## src/rtl/game_ctrl.sv

```systemverilog
// game_ctrl: Flappy Bird sequencer: START/GAME/DYING/OVER machine, click gating, current and best score
module game_ctrl #(
    parameter int HOLDOFF_CYCLES = 65_000_000,
    parameter int SCORE_W = 10,
    parameter int SCORE_MAX = 999
) (
    input  logic               clk,
    input  logic               rst,
    input  logic               mouse_left,
    input  logic               bird_collision,
    input  logic               pipe_collision,
    input  logic               pipe_passed,
    output logic [1:0]         state,
    output logic               mouse_left_game,
    output logic               game_rst,
    output logic               scroll_en,
    output logic [SCORE_W-1:0] score,
    output logic [SCORE_W-1:0] best_score
);
    localparam int CNT_W = HOLDOFF_CYCLES > 1 ? $clog2(HOLDOFF_CYCLES) : 1;
    typedef enum logic [1:0] {START = 2'd0, GAME = 2'd1, DYING = 2'd2, OVER = 2'd3} state_t;
    state_t st, st_n;
    logic [CNT_W-1:0] cnt, cnt_n;
    logic [SCORE_W-1:0] score_n, best_n;
    logic ml_d, armed, click, collide, mlg_n, grst_n;
    assign click = mouse_left & ~ml_d & armed;
    assign collide = bird_collision | pipe_collision;
    assign state = st;
    // Rising-edge detect; armed stays low until the button is seen released after reset
    always_ff @(posedge clk) begin
        if (rst) begin
            ml_d <= 1'b0;
            armed <= 1'b0;
        end else begin
            ml_d <= mouse_left;
            armed <= armed | ~mouse_left;
        end
    end
    // State, holdoff counter, scores and registered pulses
    always_ff @(posedge clk) begin
        if (rst) begin
            st <= START;
            cnt <= '0;
            score <= '0;
            best_score <= '0;
            mouse_left_game <= 1'b0;
            game_rst <= 1'b0;
            scroll_en <= 1'b0;
        end else begin
            st <= st_n;
            cnt <= cnt_n;
            score <= score_n;
            best_score <= best_n;
            mouse_left_game <= mlg_n;
            game_rst <= grst_n;
            scroll_en <= st_n == GAME;
        end
    end
    // Next state and pulse decode; collision outranks clicks and pipe passes in GAME
    always_comb begin
        st_n = st;
        cnt_n = cnt;
        score_n = score;
        best_n = best_score;
        mlg_n = 1'b0;
        grst_n = 1'b0;
        case (st)
            START: begin
                st_n = click ? GAME : START;
                mlg_n = click;
            end
            GAME: begin
                if (collide) begin
                    st_n = DYING;
                    cnt_n = CNT_W'(HOLDOFF_CYCLES - 1);
                end else begin
                    score_n = (pipe_passed && score < SCORE_W'(SCORE_MAX)) ? score + 1'b1 : score;
                    mlg_n = click;
                end
            end
            DYING: begin
                if (cnt == '0) begin
                    st_n = OVER;
                    best_n = score > best_score ? score : best_score;
                end else begin
                    cnt_n = cnt - 1'b1;
                end
            end
            OVER: begin
                st_n = click ? START : OVER;
                grst_n = click;
                score_n = click ? '0 : score;
            end
        endcase
    end
endmodule

```

## config.mk

```make
export PLATFORM = sky130hd
export DESIGN_NAME = game_ctrl
export DESIGN_NICKNAME = d
export VERILOG_FILES = /design/src/rtl/game_ctrl.sv
export SDC_FILE = /design/constraint.sdc
export NUM_CORES = 1
export LEC_CHECK = 0
export ABC_CLOCK_PERIOD_IN_PS = 2300
export CORE_MARGIN = 3
export CORE_UTILIZATION = 32
export DETAILED_ROUTE_END_ITERATION = 8
export GPL_ROUTABILITY_DRIVEN = 1
export PLACE_DENSITY = 0.48
export SYNTH_ARGS = -nofsm -noshare
export SYNTH_HDL_FRONTEND = slang
export SYNTH_SLANG_ARGS = --single-unit
```

## constraint.sdc

```tcl
create_clock -name clk -period 2.3 [get_ports clk]
set_input_delay 0.46 -clock clk [delete_from_list [all_inputs] [get_ports clk]]
set_output_delay 0.46 -clock clk [all_outputs]
set_load 0.02 [all_outputs]
```

==> key figures, run 1 <==
Worst setup path
  – Cell Chain, Critical Path: inv_1 > ha_1 > or4b_4 > nor2_8 > nand3_2 > a311oi_2 > buf_6 > mux2i_1
  – Worst EP arrival: 2.41 ns
  – Slowest cell on crit path: or4b_4
  – CP Capture Type: flop
  – Worst Path Max Fanout: 7
  – Setup crit start kind: flop
  – Max stage delay on crit path: 0.55 ns
  – WS Path Type: reg2reg
  – WP data required: 2.54 ns
  – Worst path top cell family by delay: simple AND/OR/NAND/NOR gates
  – Worst Path Buf+Inv: 2

GRT
  – Initial antenna violation count: 0
  – Grt peak-use layer: met2
  – Met1 Use GR: 21.08%
  – Largest net degree at the start of global routing: 24
  – GR Util met2: between 20% and 30%
  – M3 GR Usage: 2.867%
  – First-pass GRT wire length: 12,710 um
  – Final global-route overflow total: 0
  – Vias in the first global route: 2,534
  – GRT Overall Usage: 15.29%

Final layout
  – Final #Nets: 403
  – Synth-to-layout area growth: 22.95%
  – Layout cells sized above 1: 12.95%
  – Diode count: 0

Synth
  – Multiplexer share of the synthesized area: ~3.4%
  – EDFF count, synth: 0
  – Post-synth top area cell: dfxtp_1
  – Sequential share of the synthesized area: 35.98%
  – Post-synthesis adder-cell area fraction: 5.091%
  – Ys flop type: dfxtp_1
  – Compound-gate portion of the synthesized area: 15.91%
  – Gate Count Post-Synth: 333
  – Largest family of logic cells by synthesized area: simple AND/OR/NAND/NOR gates
  – Warning count from the yosys run: 0
  – Synthesized area per cell: 8.856 sq um
  – Top cell type's share of synthesized area: a little over a third
  – Most instantiated cells after synthesis: dfxtp_1 (53), nor2_1 (24), a21oi_1 (23), nand2b_1 (22), inv_1 (20)
  – Unique masters post-synth: 54
  – Count leader, synth: dfxtp_1
  – Yosys reg bits: 53
  – Async S/R FF share, synth: 0%
  – Largest cells by area after synthesis: dfxtp_1 (36%), ha_1 (5.1%), nand2b_1 (4.7%)
  – Net Count, Synth: 351
  – Synth Area in Simple Gates: between 20% and 30%
  – Synth Area in XOR/XNOR: roughly 7%
  – Mapped Area: slightly below 3000 sq um

Worst hold path
  – HP Class: reg2reg

Timing
  – Setup tns final: 0 ns
  – Final slew viol count: 0
  – Final setup violation count: 0
  – Hold slack: 0.4681 ns
  – Slew @ Worst Pin: approximately 0.47 ns
  – Final hold vios: 0
  – Max Freq: 460.1 MHz
  – Final WS setup: approximately 0.13 ns
  – Clock Skews: 0.01054 ns
  – Fin crit share: a little over nine tenths
  – RSZ-0062 raised after global routing: false
  – Normalized max-slew margin: 68.35%
  – Final Critical Period: 2.174 ns

Floorplanning
  – Core area: 8848 sq um
  – Die area: 10,400 sq um
  – Placement Rows: 34
  – Starting Density: 33.33%
  – Die X: approximately 100 um
  – I/O pins: 31
  – Die Height: 102 um

Run status
  – Status: finished clean

Detailed routing
  – Drt first-iter violations: 94
  – Via count: 2,569
  – TritonRoute pass-1 iters: 4
  – Drt drc: 0
  – Antenna Nets Post-Route: 0
  – Routed length per instance: around 15 um
  – Via density: about 5.2
  – WL final: 7480 um

CTS
  – Clk slew on worst S/H paths: 0.10 ns
  – Clock sink count: 53
  – TritonCTS clock tree: yes
  – Post-CTS Setup Inserts: 0
  – H-tree depth: 2
  – CTS hold repair buffers: 0
  – Num CTS Buffers: 5
  – Clock root buffer: clkbuf_8
  – Clk_lat worst skew: 0.31 ns
  – Clock tree buffer depth: 2

Pwr
  – P per Cell Area: 446.3 nW/um^2
  – Leakage power: 1.255 nW
  – Peak supply drop: 212.4 uV

Placed design
  – Post-DP HPWL: about 5700 um
  – Global placer's final weighted congestion: 0.7740
  – Pre-CTS setup slack: 0.07272 ns
  – IO Port Bufs: 30

Flow run
  – Max-cap check violation count: 0
-- state kept, by name, summed over array words and instances (netlist names) --
register,cells
ml_d,1
score,10
cnt,26
best_score,10
mouse_left_game,1
scroll_en,1
game_rst,1
state,2
armed,1
-- cell families (layout without fill, tap and decap cells) --
group / count (synthesis) / after routing
and+or+nand+nor: 132 / 132
AOI/OAI and AO/OA: 68 / 68
DFF: 53 / 53
buffers and inverters: 34 / 87
xor gates and xnor gates: 24 / 24
adders and majority gates: 12 / 12
muxes: 10 / 10
-- what timing repair did --
action	CTS	global route
gates resized for setup	0	1
endpoints found under the setup margin	0	1
endpoints found under the hold margin	0	0
-- layer usage --
layer | up-vias | routed length [um]
met5 | - | 0
met4 | 0 | 49
met3 | 6 | 254
met2 | 43 | 3466
met1 | 1220 | 3710
li1 | 1300 | -
-- metrics by stage --
| stage | cells | util (%) | power [W] | area [sq um] |
|---|---|---|---|---|
| floorplan | 333 | - | 0.001052 | 2949 |
| global placement | 486 | 40.03 | 0.001113 | 3542 |
| detailed placement | 486 | 40.03 | 0.001114 | 3542 |
| CTS | 494 | 40.94 | 0.001639 | 3622 |
| global route | 494 | 40.98 | 0.001697 | 3626 |
| finish | 494 | 40.98 | 0.001618 | 3626 |
-- area by class of cell --
cell class / count / area, sq um
Multi-Input combinational cell: 246 / 1753
Inverter: 20 / 75.07
Fill cell: 934 / 5223
Sequential cell: 53 / 1061
Tap cell: 108 / 135.1
Timing Repair Buffer: 59 / 521.8
Clock buffer: 8 / 80.08
-- cell usage in the layout (no fill, tap or decap), types with 4 or more instances in the layout --
cell / n
mux2i_1: 10
clkdlybuf4s50_1: 30
ha_1: 12
nand3_1: 5
nor4_1: 6
clkbuf_8: 5
dfxtp_1: 53
a21oi_1: 23
or3_1: 9
a211oi_1: 6
o211ai_1: 9
xor2_1: 14
xnor2_1: 10
nand2b_1: 22
nor2_1: 24
nor3_1: 13
and3_1: 4
nand4_1: 6
buf_4: 28
nand2_1: 14
o2111ai_1: 4
o21ai_0: 10
inv_1: 20
-- worst paths after layout --
check	slack (ns)	cells past startpoint	startpoint	to
hold reg to reg	0.47	2	armed	armed
hold / removal	0.47	2	armed	armed
setup reg to reg	0.13	8	cnt[0]	best_score[3]
setup / recovery	0.13	8	cnt[0]	best_score[3]
-- worst reg2reg max path: cells and delay by family (launching register included) --
| kind | cells | cell delay, ns |
|---|---|---|
| and+or+nand+nor | 3 | 0.85 |
| DFF | 1 | 0.36 |
| buffers and inverters | 2 | 0.27 |
| AOI/OAI and AO/OA | 1 | 0.26 |
| adders and majority gates | 1 | 0.18 |
| muxes | 1 | 0.18 |
-- where the power goes --
part           switching [W]  internal, W
logic              0.0000912    0.0000666
clock network       0.000309     0.000218
registers         0.00000830     0.000926
Power figures use the tool's default switching activity.
==> run 2, diff against run 1 <==
--- a/config.mk
+++ b/config.mk
@@ -7,10 +7,10 @@
 export LEC_CHECK = 0
 export ABC_CLOCK_PERIOD_IN_PS = 2300
 export CORE_MARGIN = 3
-export CORE_UTILIZATION = 32
+export CORE_UTILIZATION = 45
 export DETAILED_ROUTE_END_ITERATION = 8
 export GPL_ROUTABILITY_DRIVEN = 1
-export PLACE_DENSITY = 0.48
+export PLACE_DENSITY = 0.64
 export SYNTH_ARGS = -nofsm -noshare
 export SYNTH_HDL_FRONTEND = slang
 export SYNTH_SLANG_ARGS = --single-unit
==> run 2 against run 1 <==
Largest cell class unchanged. Largest power group unchanged. Cell count shrank 7.7%. Sequential share of layout area grew 0.46 points. Combinational power is essentially flat. Maximum frequency shrank 0.36%.
==> key figures, run 2 (same netlist as run 1, synthesis figures left out) <==
Run status
  – Status: finished clean

Final layout
  – Final Util: 58.22%
  – Largest registers: cnt (26), best_score (10), score (10)
  – Multi-input gate area: 1775 sq um
  – Layout cells sized above 1: around 12%
  – Synth-to-layout area growth: 21.04%
  – Diode count: 0
  – Commonest cells after routing, fill and taps aside: dfxtp_1 (53), clkdlybuf4s50_1 (30), nor2_1 (24)
  – Final #Nets: 398
  – Fillers: 554
  – Largest reg by FF count: cnt
  – Commonest non-fill, non-tap cell in the layout: dfxtp_1
  – Largest register FFs: 26
  – Sequential cell area: 1061 sq um

Detailed routing
  – Drt first-iter violations: 93
  – Antenna Nets Post-Route: 0
  – Routed length per instance: 14.81 um
  – Via count: between 2k and 2.5k
  – WL final: 6752 um
  – Via density: 5.432
  – Drt drc: 0
  – TritonRoute pass-1 iters: 4

GRT
  – Vias in the first global route: 2,414
  – Largest net degree at the start of global routing: 21
  – Final global-route overflow total: 0
  – GRT Overall Usage: 18.84%
  – Initial antenna violation count: 0
  – First-pass GRT wire length: 11,450 um

Worst setup path
  – CP Capture Type: flop
  – Worst EP arrival: 2.42 ns
  – Reg2reg path depth: 8
  – Slowest cell on crit path: or4b_4
  – WS Path Type: reg2reg
  – Cell Chain, Critical Path: inv_1 > ha_1 > or4b_4 > nor2_8 > nand3_4 > a311oi_4 > buf_4 > mux2i_1
  – Max stage delay on crit path: 0.53 ns
  – WP data required: 2.54 ns
  – Worst Path Max Fanout: 5
  – Setup crit start kind: flop

Floorplanning
  – Die area: roughly 7600 sq um
  – I/O pins: 31
  – Core area: 6131 sq um
  – Die Height: 86.96 um
  – Starting Density: about half
  – Placement Rows: 28
  – Die X: 86.96 um

Pwr
  – P per Cell Area: around 450 nW/um^2
  – Logic pwr share: about a tenth
  – Internal: 0.001212 W
  – Clock share of power: 32.3%
  – Net Sw Power: between 0.0004 and 0.0005 W
  – Peak supply drop: ~240 uV
  – Sequential Power Share: between 50% and 60%
  – Final Power: 0.001615 W
  – Net Sw Frac: 24.98%
  – Leakage power: between 1 and 1.5 nW

Timing
  – Final Critical Period: about 2.2 ns
  – Final WS setup: 0.1185 ns
  – Clock Skews: 0.008322 ns
  – Final slew viol count: 0
  – Fin crit share: 94.85%
  – Max Freq: between 400 and 500 MHz
  – Slew @ Worst Pin: around 0.48 ns
  – Final hold vios: 0
  – Normalized max-slew margin: 68.19%
  – Setup tns final: 0 ns
  – Final setup violation count: 0

Placed design
  – Pre-CTS setup slack: 0.01570 ns
  – Post-DP HPWL: 4961 um
  – IO Port Bufs: 30
  – Global placer's final weighted congestion: about 0.82

CTS
  – Clk_lat worst skew: 0.31 ns
  – Clock root buffer: clkbuf_8
  – TritonCTS clock tree: yes
  – H-tree depth: 2
  – CTS hold repair buffers: 0
  – Clock tree buffer depth: 2
  – Num CTS Buffers: 5
  – Clock sink count: 53
  – Clk slew on worst S/H paths: 0.09 ns

Worst hold path
  – Hold Path Stages: 2
  – HP Class: reg2reg

Flow run
  – Max-cap check violation count: 0
==> run 2: area by class of cell <==
type	instances	share of cell area [%]
repair buffers	54	13.56
inverters	20	2.103
clock buffers	8	2.243
flip-flops and latches	53	29.72
well taps	75	2.629
multi-input cells	246	49.74
==> run 2: worst paths after layout <==
kind	slack [ns]	startpoint	to
max	0.12	cnt[0]	best_score[1]
min	0.48	armed	armed
max reg2reg	0.12	cnt[0]	best_score[1]
min reg2reg	0.48	armed	armed
==> run 2: timing repair <==
| item | CTS | global route |
|---|---|---|
| endpoints found under the setup margin | 0 | 9 |
| gates resized for setup | 0 | 6 |
| setup buffers | 0 | 2 |
==> run 2: worst max-delay path, delay by kind of cell, from the launching register on <==
| kind | cells | cell delay, ns |
|---|---|---|
| AOI/OAI and AO/OA | 1 | 0.33 |
| muxes | 1 | 0.19 |
| buffers and inverters | 2 | 0.29 |
| adders and majority gates | 1 | 0.18 |
| DFF | 1 | 0.35 |
| and+or+nand+nor | 3 | 0.76 |
==> run 2: layer usage <==
metal  share of wire, %  GRT usage [%]  wire [um]
met1                 53          27.67       3583
met5                  0              0          0
met3                3.0          3.217        200
met4                1.2          5.524         78
met2                 43          28.02       2889
==> run 2: through the flow <==
| step | hold WS (ns) | std cells | cell area [sq um] |
|---|---|---|---|
| 6_report | 0.4754 | 456 | 3570 |
| 3_3_place_gp | 0.4468 | 445 | 3441 |
| 2_1_floorplan | 0.4391 | 333 | 2949 |
| 3_5_place_dp | 0.4644 | 445 | 3441 |
| 5_1_grt | 0.5068 | 456 | 3570 |
| 4_1_cts | 0.4789 | 453 | 3521 |
==> run 2: power by group through the flow <==
| stage | Sequential, W | Combinational, W | Clock [W] |
|---|---|---|---|
| floorplan | 0.000956 | 0.0000961 | 0 |
| global placement | 0.000956 | 0.000153 | 0 |
| detailed placement | 0.000956 | 0.000154 | 0 |
| CTS | 0.000934 | 0.000155 | 0.000545 |
| global route | 0.000937 | 0.000174 | 0.000581 |
| finish | 0.000934 | 0.000160 | 0.000521 |
